`src/rtl/ram_multiport.sv`:
```
// ram_multiport: single-clock data RAM with one byte-maskable write port and READ_PORTS
// independent synchronous read ports (1- or 2-edge registered read latency). A clear
// sequencer zero-fills the array after reset and whenever Clear is pulsed.
//
// Optional feature: define RAM_WRITE_BYPASS_EN for write-first read-during-write
// (enabled lanes forwarded from DATA_WRITE); default build is read-first.
//
// Ports:
//   Clock, Reset         rising-edge clock, asynchronous active-high reset
//   Clear                one-cycle pulse restarting the zero-fill sweep
//   Ready                1 = array usable, 0 = clearing
//   write_address, Write_Enable, Byte_Enable, DATA_WRITE   write port
//   read_address, Read_Enable                              read requests, port p at slice p
//   DATA_READ, Read_Valid                                  read results, port p at slice p
module ram_multiport #(
  parameter int unsigned DATA_WIDTH    = 16,
  parameter int unsigned ADDRESS_WIDTH = 4,
  parameter int unsigned BYTE_WIDTH    = 8,
  parameter int unsigned READ_PORTS    = 2,
  parameter int unsigned READ_LATENCY  = 1
) (
  input  logic                                Clock,
  input  logic                                Reset,
  input  logic                                Clear,
  output logic                                Ready,
  input  logic [ADDRESS_WIDTH-1:0]            write_address,
  input  logic                                Write_Enable,
  input  logic [DATA_WIDTH/BYTE_WIDTH-1:0]    Byte_Enable,
  input  logic [DATA_WIDTH-1:0]               DATA_WRITE,
  input  logic [READ_PORTS*ADDRESS_WIDTH-1:0] read_address,
  input  logic [READ_PORTS-1:0]               Read_Enable,
  output logic [READ_PORTS*DATA_WIDTH-1:0]    DATA_READ,
  output logic [READ_PORTS-1:0]               Read_Valid
);

  localparam int unsigned DEPTH = 1 << ADDRESS_WIDTH;
  localparam int unsigned LANES = DATA_WIDTH / BYTE_WIDTH;

  localparam logic StClear = 1'b0;
  localparam logic StReady = 1'b1;

  if (READ_LATENCY != 1 && READ_LATENCY != 2) begin : g_bad_latency
    $error("ram_multiport: READ_LATENCY must be 1 or 2");
  end
  if (DATA_WIDTH % BYTE_WIDTH != 0) begin : g_bad_lanes
    $error("ram_multiport: DATA_WIDTH must be a multiple of BYTE_WIDTH");
  end

  logic                     state_q, state_d;
  logic [ADDRESS_WIDTH-1:0] ptr_q, ptr_d;
  logic                     wr_acc;

  logic [DATA_WIDTH-1:0] mem [DEPTH];

  assign Ready  = (state_q == StReady);
  // Clear wins over a same-cycle write or read
  assign wr_acc = Ready && Write_Enable && !Clear;

  always_comb begin
    state_d = state_q;
    ptr_d   = ptr_q;
    case (state_q)
      StClear: begin
        ptr_d = ptr_q + 1'b1;
        if (ptr_q == ADDRESS_WIDTH'(DEPTH - 1)) state_d = StReady;
      end
      StReady: begin
        if (Clear) begin
          state_d = StClear;
          ptr_d   = '0;
        end
      end
      default: state_d = StClear;
    endcase
  end

  always_ff @(posedge Clock or posedge Reset) begin
    if (Reset) begin
      state_q <= StClear;
      ptr_q   <= '0;
    end else begin
      state_q <= state_d;
      ptr_q   <= ptr_d;
    end
  end

  // Array has no reset of its own; the sweep zeroes it.
  always_ff @(posedge Clock) begin
    if (state_q == StClear) begin
      mem[ptr_q] <= '0;
    end else if (wr_acc) begin
      for (int unsigned i = 0; i < LANES; i++) begin
        if (Byte_Enable[i]) mem[write_address][i*BYTE_WIDTH +: BYTE_WIDTH] <=
            DATA_WRITE[i*BYTE_WIDTH +: BYTE_WIDTH];
      end
    end
  end

  for (genvar p = 0; p < READ_PORTS; p++) begin : g_port
    logic [ADDRESS_WIDTH-1:0] addr;
    logic [DATA_WIDTH-1:0]    word;
    logic                     acc;
    logic [DATA_WIDTH-1:0]    d1_q;
    logic                     v1_q;

    assign addr = read_address[p*ADDRESS_WIDTH +: ADDRESS_WIDTH];
    assign acc  = Ready && Read_Enable[p] && !Clear;

    always_comb begin
      word = mem[addr];
`ifdef RAM_WRITE_BYPASS_EN
      if (wr_acc && (write_address == addr)) begin
        for (int unsigned i = 0; i < LANES; i++) begin
          if (Byte_Enable[i]) word[i*BYTE_WIDTH +: BYTE_WIDTH] =
              DATA_WRITE[i*BYTE_WIDTH +: BYTE_WIDTH];
        end
      end
`endif
    end

    always_ff @(posedge Clock or posedge Reset) begin
      if (Reset) begin
        d1_q <= '0;
        v1_q <= 1'b0;
      end else begin
        v1_q <= acc;
        if (acc) d1_q <= word;
      end
    end

    if (READ_LATENCY == 2) begin : g_lat2
      logic [DATA_WIDTH-1:0] d2_q;
      logic                  v2_q;

      // Second stage ignores Clear so a sampled read always completes
      always_ff @(posedge Clock or posedge Reset) begin
        if (Reset) begin
          d2_q <= '0;
          v2_q <= 1'b0;
        end else begin
          v2_q <= v1_q;
          if (v1_q) d2_q <= d1_q;
        end
      end

      assign DATA_READ[p*DATA_WIDTH +: DATA_WIDTH] = d2_q;
      assign Read_Valid[p]                         = v2_q;
    end else begin : g_lat1
      assign DATA_READ[p*DATA_WIDTH +: DATA_WIDTH] = d1_q;
      assign Read_Valid[p]                         = v1_q;
    end
  end

endmodule

```
`config.mk`:
```
export PLATFORM = sky130hd
export DESIGN_NAME = ram_multiport
export DESIGN_NICKNAME = d
export VERILOG_FILES = /design/src/rtl/ram_multiport.sv
export SDC_FILE = /design/constraint.sdc
export NUM_CORES = 1
export LEC_CHECK = 0
export BUFFER_PORTS_ARGS = -buffer_cell sky130_fd_sc_hd__buf_2
export CAP_MARGIN = 25
export CORE_AREA = 2 2 178 180
export CTS_CLUSTER_SIZE = 25
export DETAILED_ROUTE_END_ITERATION = 12
export DIE_AREA = 0 0 180 182
export GPL_TIMING_DRIVEN = 1
export MAX_ROUTING_LAYER = met4
export PLACE_DENSITY = 0.67
export SETUP_SLACK_MARGIN = 0.4
export SLEW_MARGIN = 0
export SYNTH_ARGS = -nofsm -noshare
export SYNTH_HDL_FRONTEND = slang
export SYNTH_SLANG_ARGS = --single-unit
export TNS_END_PERCENT = 30
```
`constraint.sdc`:
```
create_clock -name Clock -period 2.1 [get_ports Clock]
set_input_delay 0.42 -clock Clock [delete_from_list [all_inputs] [get_ports Clock]]
set_output_delay 0.42 -clock Clock [all_outputs]
set_load 0.02 [all_outputs]
```
# Word-level counts from Yosys, hierarchy flattened
# Memory sizes are Yosys's and may differ from the RTL's. A register that Yosys moved wholly into a read port is not among the register bits.
# Index checks and enable logic that the tools add are counted.
# totals
reg_bits	7
mem_bits_rw	256
input_bits	36
output_inout_bits	35
elab_cells	34
mem_count	1
# memory_table
name	depth	width	rd	rd_clocked_by_memory_dff	write_ports	line	source
mem	16	16	2	2	1	53	logic [DATA_WIDTH-1:0] mem [DEPTH];
# op_classes
addsub	1
n_eq_ne	2
n_mux	17
bitwise	1
reduce_logical	8
# op_table
cell	count
16-bit two-way mux	1
16-bit OR reduction	1
1-bit two-way mux	11
4-bit two-way mux	2
4-bit one-hot mux with 2 select lines	1
1-bit logical AND	6
4-bit by 1-bit adder with 4-bit output (second input constant)	1
4-bit equality test (second input constant)	1
2-bit two-way mux	1
2-bit inequality test (second input constant)	1
1-bit one-hot mux with 2 select lines	1
1-bit logical NOT	1
1-bit inverter	1

# Logic depth before layout (Yosys ltp)
# logic_depth
ltp_word	7
mapped_depth	8
mapped_depth_nobuf	4

# Worst setup path before layout
# Ideal clock, no wire load.
# synth_timing
kind	flip-flop to flip-flop
startpoint	reg state_q (netlist: Ready)
endpoint	mem mem[9][10] (enable)
setup_ns	0.370
arrival_time_ns	1.637
t_required_ns	1.730
slack_ns	0.093
stages_incl_launch_ff	5
n_path_buf	0
synth_period_minus_slack_ns	2.007
path_cell_list	dfrtp_1 -> nand3b_1 -> nor4b_1 -> o21ai_0 -> nor2_1
# synth_between
elab_chain_len	7
word_cells_on_any_way	12
cone_classes	9 x mux; 3 x reduce/logical
# synth_rtl
element	line	source
start: declaration	49	logic state_q, state_d;
start signal: assignment	79	state_q <= StClear;
start signal: assignment	82	state_q <= state_d;
1-bit logical AND (2 in a row)	57	assign wr_acc = Ready && Write_Enable && !Clear;
1-bit two-way mux	91	end else if (wr_acc) begin
1-bit two-way mux	89	if (state_q == StClear) begin
1-bit two-way mux (implied by the code)	93	if (Byte_Enable[i]) mem[write_address][i*BYTE_WIDTH +: BYTE_WIDTH] <=
16-bit OR reduction (no source line)	-	
4-bit two-way mux (no source line) or 2-bit two-way mux (tied branches)	-	
end: declaration	53	
# Several ways; a longest one is shown, not always the timed one.

# Worst setup path after layout
# layout_timing
startpoint	reg state_q (netlist: Ready)
endpoint	mem mem[8][8] (enable)
# The elaborated chain is that of the path after synthesis.

==> impl_metrics.toml <==
[run_status]
outcome = "complete, no violations"

[global_route]
antenna_found_initial = 0
grt_remaining_overflow = 0
grt_pass1_vias = 8541
grt_start_max_net_pins = 40
grt_pass1_wl_um = 54800
grtUsageTotal = 0.231

[placement]
dpl_cell_area_mm2 = 0.0158
place_hpwl_um = 24400
port_buffers = 70
place_inst = 1280
gp_congestion = 0.800

[synthesis]
syn_avg_cell_area_um2 = 18.1
synthesis.area_mm2 = 0.0136
synth-xor-area-share = 0
synth_adder_area_share = 0.000918
async_flop_share = 0.132
synth-compound-area-share = 0.0509
synthSimpleGateAreaFrac = 0.0353
yosysSeqAreaShare = 0.636
yosysWarnings = 0
synth.net_count = 791
synthFlopType = "edfxtp_1"
synth_edf_count = 256
synth_top_family_by_area = "multiplexers"
synth_cells = 754
synth.area.mux_share = 0.254
netlist-cell-type-count = 46
ys_ff_latch = 295

[timing]
slew_viol_final = 0
max_freq_ghz = 0.534
rsz0062_at_grt = "true"
hold_viol = 0
finalCritPeriodShare = 0.891
worst_slew_pin_slew_ns = 1.06
min_period_ns = 1.87
relSlewSlack = 0.289
setup_viol = 0
fin_worst_skew_ns = 0.0215
whs_ns = 0.210

[clock_network]
cts_sinks = 295
clockRootBuffer = "clkbuf_16"
clk_path_buf_depth = 3
clk_pin_slew_ns = 0.07
cts_htree_levels = 1
cts_tree = "built"
numCtsBuffers = 30
clk_latency_ns = 0.56

[worst_setup_path]
crit_fanout = 8
timing.setup.critical_path_class = "reg2reg"
r2r-end = "mem[8][8]"
crit_end = "mem[8][8]"
max_stage_delay_ns = 0.38
rr_startpoint = "Ready"
rr_worst_depth = 8
end_kind = "flop"
critPathArrivalTime_ns = 2.14
cp_slowest_cell = "dfrtp_2"
timing.critical_path.cells = "nand3b_1 -> buf_6 -> buf_6 -> nor4b_4 -> buf_4 -> o21ai_4 -> nor2_4 -> buf_12"
start_kind = "flop"
crit_top_cell = "buf_6"
crit_start = "Ready"
r2r_slack_ns = 0.23
required_ns = 2.37

[cells_and_area]
drive_above_1_share = 0.430
insertedDiodeCount = 0
fin_cells = 1353
finalNetCount = 965
area_growth_pct = 26.8
design_area_mm2 = 0.0173

[pwr]
power_density_mw_per_mm2 = 1120
swShare = 0.298
p_comb_frac = 0.283
pwr-share-clk = 0.287
p_int_mw = 13.6
vdd_ir_drop_max_mv = 0.684
leakage_nw = 6.30
p_seq_frac = 0.430
power_mw = 19.4
switching_power_mw = 5.76

[worst_hold_path]
hold_path_class = "in2reg"

[floorplan]
die_w_um = 180
start_util = 0.440
num_rows = 65
die_area_mm2 = 0.0328
core_mm2 = 0.0310
io_pins = 71
die_h_um = 182

[routing]
dr.pass1.iters = 4
vias = 8273
ant_nets = 0
drt_wl_total_um = 36400
route.detailed.drc = 0
drt_iter0_drc = 841
via_per_inst = 6.11
wire_per_inst_um = 26.9

[run]
maxCapViolations = 0
critical path: cells and delay by family (launching register included):
family	cells	cell delay [ns]
flip-flops	1	0.38
AND/OR/NAND/NOR	3	0.50
AO/OA/AOI/OAI	1	0.10
buffers and inverters	4	0.60
flip-flops by register name (all words and copies together), names as in the netlist:
signal       flops
g_port.d1_q     32
ptr_q            4
Ready            1
g_port.v1_q      2
mem            256
power by group through the flow:
stage                     sequential (mW)  clock (mW)  combinational, mW
after floorplan                      8.51           0               2.54
after global placement               8.37           0               4.97
after detailed placement             8.42           0               5.04
after CTS                            8.32        5.60               5.43
after global routing                 8.43        5.83               5.82
final                                8.32        5.55               5.48
Yosys cell counts (all sizes together) (2+ instances only):
cell / n / share of area
a22oi: 16 / 0.0088
mux2i: 63 / 0.046
nor2: 38 / 0.010
and3: 17 / 0.0078
mux2: 16 / 0.013
nor4b: 2 / 0.0013
nand2: 26 / 0.0073
nand3b: 3 / 0.0017
a21oi: 4 / 0.0015
edfxtp: 256 / 0.56
a221oi: 15 / 0.0096
nand2b: 3 / 0.0014
o211ai: 15 / 0.0083
dfrtp: 39 / 0.072
inv: 8 / 0.0022
or2: 2 / 0.00092
mux4: 113 / 0.19
buf: 36 / 0.017
a31oi: 4 / 0.0018
clkbuf: 17 / 0.0048
o21ai: 44 / 0.016
a211oi: 2 / 0.0011
how the worst min path moves through the flow:
stage	depth (start not counted)	end	start	slack [ns]
after floorplan	1	ptr_q[1]	Clear	0.52
after global placement	2	g_port[0].d1_q[2]	g_port[0].d1_q[2]	0.47
after detailed placement	2	g_port[0].d1_q[2]	g_port[0].d1_q[2]	0.47
after CTS	3	ptr_q[1]	Clear	0.20
after global routing	3	ptr_q[1]	Clear	0.25
final	3	ptr_q[1]	Clear	0.21
metrics by stage:
stage,TNS [ns],util,setup WS (ns)
after floorplan,0,-,0.147
after global placement,-25.54,0.511,-0.217
after detailed placement,-32.99,0.511,-0.252
after CTS,0,0.555,0.210
after global routing,0,0.558,0.144
final,0,0.558,0.229
per-layer routing:
metal | vias up | part of all wire | wire [µm] | track usage
met3 | 71 | 0.074 | 2710 | 0.0329
met2 | 362 | 0.48 | 17600 | 0.369
met4 | 0 | 0.027 | 981 | 0.0667
met1 | 4317 | 0.41 | 15100 | 0.312
met5 | - | 0 | 0 | -
li1 | 3523 | - | - | -
placed cells by master, fill, tap and decap left out, types with 16 or more instances in the layout:
cell / synthesis / layout
nor2_4: 0 / 28
mux2i_1: 63 / 62
clkbuf_16: 0 / 31
buf_12: 0 / 50
a22oi_1: 16 / 16
edfxtp_1: 256 / 256
dfrtp_1: 39 / 38
buf_2: 21 / 69
o21ai_0: 28 / 20
mux4_1: 26 / 26
mux4_2: 86 / 86
mux2_2: 16 / 16
o21ai_1: 16 / 16
buf_4: 8 / 60
nand2_1: 25 / 25
final cells by class:
cell class,count,area (µm²)
fillers,2296,13700
repair buffers,195,1980
multi-input cells,398,5080
well taps,402,503
inverters,8,30.0
flip-flops and latches,295,8660
clock buffers,34,787
clock inverters,21,245
cells by family (layout without fill, tap and decap cells):
logic type / Yosys count / count (layout)
multiplexers: 192 / 192
buffers and inverters: 61 / 258
AND/OR/NAND/NOR: 99 / 99
AO/OA/AOI/OAI: 106 / 106
flip-flops: 295 / 295
adder cells (fa/ha/maj): 1 / 1
what timing repair did:
item / 4_1_cts / 5_1_grt
resized for setup: 27 / 20
buffers inserted: 15 / 2
hold endpoints to repair: 39 / 0
setup endpoints to repair: 408 / 495
hold buffers: 1 / 0
pin swaps: 13 / 12
gates cloned: 0 / 0
Note: power is estimated with default switching activity, not from simulation.
